$ cat config.mk
export PLATFORM = sky130hd
export DESIGN_NAME = cskip_sub64_seq
export DESIGN_NICKNAME = d
export VERILOG_FILES = /design/src/rtl/cskip_pkg.sv /design/src/rtl/cskip_blk4.sv /design/src/rtl/cskip_sub64_seq.sv
export SDC_FILE = /design/constraint.sdc
export NUM_CORES = 1
export LEC_CHECK = 0
export CAP_MARGIN = 20
export CORE_MARGIN = 2
export CORE_UTILIZATION = 46
export CTS_CLUSTER_SIZE = 30
export DETAILED_ROUTE_END_ITERATION = 12
export PLACE_DENSITY = 0.77
export SYNTH_ARGS = -nofsm -noshare
export SYNTH_HDL_FRONTEND = slang
export SYNTH_SLANG_ARGS = --single-unit
$ cat constraint.sdc
create_clock -name clk -period 6.8 [get_ports clk]
set_clock_uncertainty 0.1 [all_clocks]
set_input_delay 1.36 -clock clk [delete_from_list [all_inputs] [get_ports clk]]
set_output_delay 1.36 -clock clk [all_outputs]
set_load 0.05 [all_outputs]
$ cat src/rtl/cskip_pkg.sv
// Shared constants and FSM state type for the carry-skip subtractor family.
package cskip_pkg;
    localparam int CSKIP_WIDTH = 64;
    localparam int CSKIP_BLK   = 4;
    localparam int CSKIP_NBLK  = CSKIP_WIDTH / CSKIP_BLK;
    localparam int CSKIP_CNTW  = $clog2(CSKIP_NBLK);

    typedef enum logic [1:0] {
        IDLE = 2'd0,
        RUN  = 2'd1,
        DONE = 2'd2
    } state_t;
endpackage

$ cat src/rtl/cskip_blk4.sv
// One carry-skip block: ripple sum plus a skip mux that forwards cin when every bit propagates.
// Purely combinational; the critical path is one block plus the mux.
module cskip_blk4
    import cskip_pkg::*;
#(
    parameter int W = CSKIP_BLK
) (
    input  logic [W-1:0] a_blk,
    input  logic [W-1:0] nb_blk,
    input  logic         cin,
    output logic [W-1:0] s,
    output logic         cout,
    output logic         p
);
    logic rc;

    assign {rc, s} = {1'b0, a_blk} + {1'b0, nb_blk} + {{W{1'b0}}, cin};
    assign p       = &(a_blk ^ nb_blk);
    assign cout    = p ? cin : rc;
endmodule

$ cat src/rtl/cskip_sub64_seq.sv
// Block-serial a - b (a + ~b + 1), one BLK-bit carry-skip block per cycle; result 16 cycles after acceptance.
// in_ready only in IDLE; result held in DONE until out_ready. Signed overflow output exists only with CSKIP_SUB_OVF_EN.
module cskip_sub64_seq
    import cskip_pkg::*;
#(
    parameter int WIDTH = CSKIP_WIDTH,
    parameter int BLK   = CSKIP_BLK
) (
    input  logic             clk,
    input  logic             rst,
    input  logic             in_valid,
    output logic             in_ready,
    input  logic [WIDTH-1:0] a,
    input  logic [WIDTH-1:0] b,
    output logic             out_valid,
    input  logic             out_ready,
    output logic [WIDTH-1:0] diff,
    output logic             bout
`ifdef CSKIP_SUB_OVF_EN
    ,
    output logic             ovf
`endif
);
    localparam int NBLK = WIDTH / BLK;
    localparam int CW   = (NBLK > 1) ? $clog2(NBLK) : 1;
    localparam logic [CW-1:0] LAST = CW'(NBLK - 1);

    state_t           state;
    logic [CW-1:0]    cnt;
    logic             carry;
    logic [WIDTH-1:0] a_sh;
    logic [WIDTH-1:0] nb_sh;
    logic [BLK-1:0]   s;
    logic             cout;
    logic             p;
`ifdef CSKIP_SUB_OVF_EN
    logic             a_msb;
    logic             nb_msb;
`endif

    // Operands shift right so the block selected by cnt always sits in the low BLK bits.
    cskip_blk4 #(.W(BLK)) u_blk (
        .a_blk  (a_sh[BLK-1:0]),
        .nb_blk (nb_sh[BLK-1:0]),
        .cin    (carry),
        .s      (s),
        .cout   (cout),
        .p      (p)
    );

    assign in_ready  = (state == IDLE);
    assign out_valid = (state == DONE);

    always_ff @(posedge clk or posedge rst) begin
        if (rst) begin
            state <= IDLE;
            cnt   <= '0;
            carry <= 1'b0;
            a_sh  <= '0;
            nb_sh <= '0;
            diff  <= '0;
            bout  <= 1'b0;
`ifdef CSKIP_SUB_OVF_EN
            ovf    <= 1'b0;
            a_msb  <= 1'b0;
            nb_msb <= 1'b0;
`endif
        end else begin
            case (state)
                IDLE: begin
                    if (in_valid) begin
                        a_sh  <= a;
                        nb_sh <= ~b;
                        carry <= 1'b1;
                        cnt   <= '0;
                        diff  <= '0;
`ifdef CSKIP_SUB_OVF_EN
                        a_msb  <= a[WIDTH-1];
                        nb_msb <= ~b[WIDTH-1];
`endif
                        state <= RUN;
                    end
                end
                RUN: begin
                    // Sum blocks enter at the top and walk down to their final position.
                    diff  <= {s, diff[WIDTH-1:BLK]};
                    a_sh  <= a_sh >> BLK;
                    nb_sh <= nb_sh >> BLK;
                    carry <= cout;
                    cnt   <= cnt + 1'b1;
                    if (cnt == LAST) begin
                        cnt   <= '0;
                        bout  <= ~cout;
`ifdef CSKIP_SUB_OVF_EN
                        // Operand signs differ exactly when a_msb equals the inverted b sign.
                        ovf   <= (a_msb == nb_msb) & (s[BLK-1] != a_msb);
`endif
                        state <= DONE;
                    end
                end
                DONE: begin
                    if (out_ready) state <= IDLE;
                end
                default: state <= IDLE;
            endcase
        end
    end
endmodule
# Yosys cells after proc, flatten, opt, wreduce, memory -nomap -nowiden
# Index checks and enable logic that the tools add are counted.
# totals
regBits	200
# op_classes
n_addsub	3
bitwise_logic	3
n_mux	16
n_reduce_logical	6
eq_ne	6
# op_table
cell	count
case mux 64 bit (2 select lines)	3
2-to-1 mux 64 bit	3
NOT 64 bit	1
2-to-1 mux 4 bit	2
case mux 4 bit (2 select lines)	1
2-to-1 mux 2 bit	3
case mux 2 bit (3 select lines)	1
adder 4 x 4 -> 5 bit	1
adder 5 x 1 -> 5 bit	1
adder 4 x 1 -> 4 bit, second input constant	1
equality test 4 bit, second input constant	1
inequality test 2 bit, second input constant	2
AND reduction 2 bit	2
AND reduction 4 bit	1
XOR 4 bit	1
AND reduction 3 bit	1
equality test 2 x 1 -> 1 bit, second input constant	1
equality test 2 bit, second input constant	1
logical NOT 2 bit	1
2-to-1 mux 1 bit	2
inequality test 2 x 1 -> 1 bit, second input constant	1
case mux 1 bit (2 select lines)	1
nonzero test 2 bit	1
NOT 1 bit	1

# Logic depth before layout (Yosys ltp)
# logic_depth
ltp_word	4
mapped_depth	7

# By module
# Synthesis repeated with hierarchy kept, for this count alone.
# hier_totals
cells_unflattened	833
area_unflattened_um2	9095.0
# by_module_without_submodules
mod	cells_per_inst	seq_area_each_um2	instances	area_each_um2
cskip_sub64_seq	808	5004.8	1	8912.3
cskip_blk4	25	0.0	1	182.7

# Worst setup path before layout
# No wires, ideal clock.
# synth_timing
path_kind	register to output
startpoint	register state[0]
endpoint	output in_ready
t_required_ps	5340
n_path_buf	3
setup_slack_ps	3812
path_stages_with_launch	5
arrival_time_ps	1528
path_cell_list	dfrtp_1 > buf_4 > buf_2 > buf_2 > nor2_1
# synth_via
elab_chain_cells	1
# synth_lines
item	line	rtl
start, declared	cskip_sub64_seq.sv:28	state_t state;
start signal, assigned	cskip_sub64_seq.sv:56	state <= IDLE;
start signal, assigned	cskip_sub64_seq.sv:81	state <= RUN;
start signal, assigned	cskip_sub64_seq.sv:98	state <= DONE;
logical NOT 2 bit	cskip_sub64_seq.sv:51	assign in_ready = (state == IDLE);
end, declared	cskip_sub64_seq.sv:12	output logic in_ready,
# Every way passes these cells.

# Final worst setup path
# layout_timing
startpoint	register state[1]
endpoint	output out_valid
# layout_via
elab_chain_cells	1
# layout_lines
item	line	rtl
equality test 2 bit	cskip_sub64_seq.sv:52	assign out_valid = (state == DONE);
end, declared	cskip_sub64_seq.sv:15	output logic out_valid,
# Every way passes these cells.

==> impl_metrics.toml <==
[run_status]
run_status = "completed"

[global_route]
grt_pass1_vias = 6828
grt_first_pass_wirelength_um = 35600
grt_antenna_before_repair = 0
grt_max_degree = 120
gr-total-overflow = 0
groute.usage.overall = 0.215

[detailed_routing]
firstDrtPassIters = 5
drt_iter0_drc = 655
drt-wirelength-per-cell_um = 17.5
routed_wirelength_um = 22100
viasPerCell = 5.75
drt.antenna.violating_nets = 0
route.vias.total = 7242
drc_errors = 0

[pwr]
irDropWorstVdd_mv = 0.202
powerDensity_nw_per_um2 = 435
leakagePower_nw = 5.27

[timing]
hold_violations = 0
period_share = 0.574
worst_slew_pin_slew_ns = 0.947
post-route-min-period_ns = 3.90
timing.final.ws_setup_ns = 2.90
setup_repair_after_global_routing_missed_its_margin = "no"
report.final.setup_viol = 0
worst_rel_slew_slack = 0.367
tns_ns = 0
clock.fmax_ghz = 0.256
maxSlewViolCount = 0

[setup_path]
crit_path_end_kind = "primary output"
critical-path-slowest-cell = "sky130_fd_sc_hd__dfrtp_4"
arrival_ns = 2.44
worstPathRequired_ns = 5.34
critPathMaxStageDelay_ns = 0.86
timing_worst_setup_path_type = "reg2out"
setup.worst_path.start_class = "flip-flop"
crit_path_cell_trace = "nor2b_1 > clkdlybuf4s50_1"
critical_path.max_fanout = 61

[finish]
final_common_cell = "sky130_fd_sc_hd__dfrtp_1"
area_growth_pct = 28.5
fin_nets = 1120
mostFrequentLayoutCells = "sky130_fd_sc_hd__dfrtp_1 (198), sky130_fd_sc_hd__clkdlybuf4s50_1 (197), sky130_fd_sc_hd__nand2_1 (79)"
nFillCells = 1592
share_of_final_layout_standard_cells_stronger_than_drive_strength_1 = 0.0513
antenna_diode_instance_count = 0

[synthesis]
netlist-cell-type-count = 34
mappedNetlistNets = 976
synthCells = 837
syn-mean-instance-area_um2 = 10.9
ys_seq_elements = 200
synth_sequential_area_ratio = 0.550
syn-cell-area_um2 = 9100
yosysWarnings = 0

[floorplanning]
top_level_i_o_count = 199
die_h_um = 145
initial_utilization = 0.467
dieArea_um2 = 20900
floorplan.die.width_um = 145
core_area_um2 = 19500
placementRows = 51

[placed_design]
globalplace.congestion = 0.823
pre_cts_slack_ns = 2.94
placement.io_buffers = 198
post-dp-hpwl_um = 13800

[clock_network]
cts_resized = 0
cts_sinks = 200
cts_tree = "yes"
h-tree-depth = 4
holdBufCountCts = 0
post_cts.repair.setup_buffers = 0
tritoncts.num_buffers = 17
cts_buffer_depth = 2
worst_setup_hold_path_clk_slew_ns = 0.07
ctsRootBufferMaster = "sky130_fd_sc_hd__clkbuf_16"
clk_latency_ns = 0.43

[min_path]
holdCritPathClass = "reg2reg"

[run]
max-cap-violations = 0
## worst paths after layout
path,start,end,slack (ns),depth (start not counted)
setup / recovery,state[1],out_valid,2.90,2
hold / removal,a_sh[17],a_sh[17],0.38,2
setup reg to reg,state[0],cnt[0],2.92,6
hold reg to reg,a_sh[17],a_sh[17],0.38,2
max in group asynchronous,rst,state[0],4.69,3
min in group asynchronous,rst,diff[58],1.22,3
## stage by stage
stage                     power [W]  instances  area, um^2  hold slack (ns)  utilization
after floorplan             0.00340        837        9100            0.349            -
after global placement      0.00400       1225       11000            0.363        0.567
after detailed placement    0.00407       1226       11000            0.370        0.568
after CTS                   0.00512       1258       11700            0.387        0.599
after global routing        0.00538       1259       11700            0.406        0.601
final                       0.00508       1259       11700            0.381        0.601
## registers in the layout, indices dropped and copies added (netlist names)
name and cells:
a_sh 64, diff 64, nb_sh 64, cnt 4, state 2, bout 1, carry 1
## area by class of cell
cell class / instances / area, um^2 / share of cell area
Clock buffer: 17 / 425 / 0.0364
Multi-Input combinational cell: 549 / 3600 / 0.308
Timing Repair Buffer: 208 / 2110 / 0.180
Sequential cell: 200 / 5010 / 0.429
Inverter: 5 / 22.5 / 0.00193
Tap cell: 265 / 332 / 0.0284
Clock inverter: 15 / 188 / 0.0161
## where the power goes
group / switching (W) / total (W) / internal [W]
sequential: 0.000410 / 0.00206 / 0.00165
combinational: 0.00118 / 0.00197 / 0.000797
clock: 0.000489 / 0.00105 / 0.000560
## cell usage after synthesis, drive strengths merged
library cell	number	share of area
a211o	2	0.0019
a211oi	1	0.00083
a21o	2	0.0017
a21oi	62	0.034
a22o	67	0.065
a22oi	60	0.050
a2bb2oi	54	0.052
a31oi	1	0.00069
and3b	60	0.058
and4	1	0.00096
buf	65	0.047
clkbuf	18	0.0074
dfrtp	200	0.55
fa	2	0.0044
ha	5	0.0069
inv	5	0.0021
nand2	79	0.033
nand2b	2	0.0014
nand3	4	0.0022
nand4	1	0.00069
nor2	10	0.0041
nor2b	2	0.0014
nor3b	1	0.00083
o21ai	128	0.070
o21bai	1	0.00083
o22a	1	0.00096
o22ai	1	0.00069
or2	1	0.00096
xnor2	1	0.00096
## metal layers
layer  vias up  GRT usage  share of wire
met2       225      0.317           0.46
li1       3407          -              -
met3        25     0.0361          0.052
met4         0     0.0690          0.016
met1      3585      0.325           0.47
met5         -          0              0
## critical path: cells and delay by family, from the launching register on
family,cells,cell delay [ns]
flip-flops,1,0.86
buffers and inverters,1,0.85
AND/OR/NAND/NOR,1,0.29
## kinds of logic (layout without fill, tap and decap cells)
kind of cell / count (synthesis) / in the layout / share of synthesized area
xor+xnor: 1 / 1 / 0.000963
flops: 200 / 200 / 0.550
simple gates: 161 / 161 / 0.103
buf+inv: 88 / 245 / 0.0565
compound gates: 380 / 380 / 0.278
fa+ha+maj: 7 / 7 / 0.0113
Note: power is estimated with default switching activity, not from simulation.
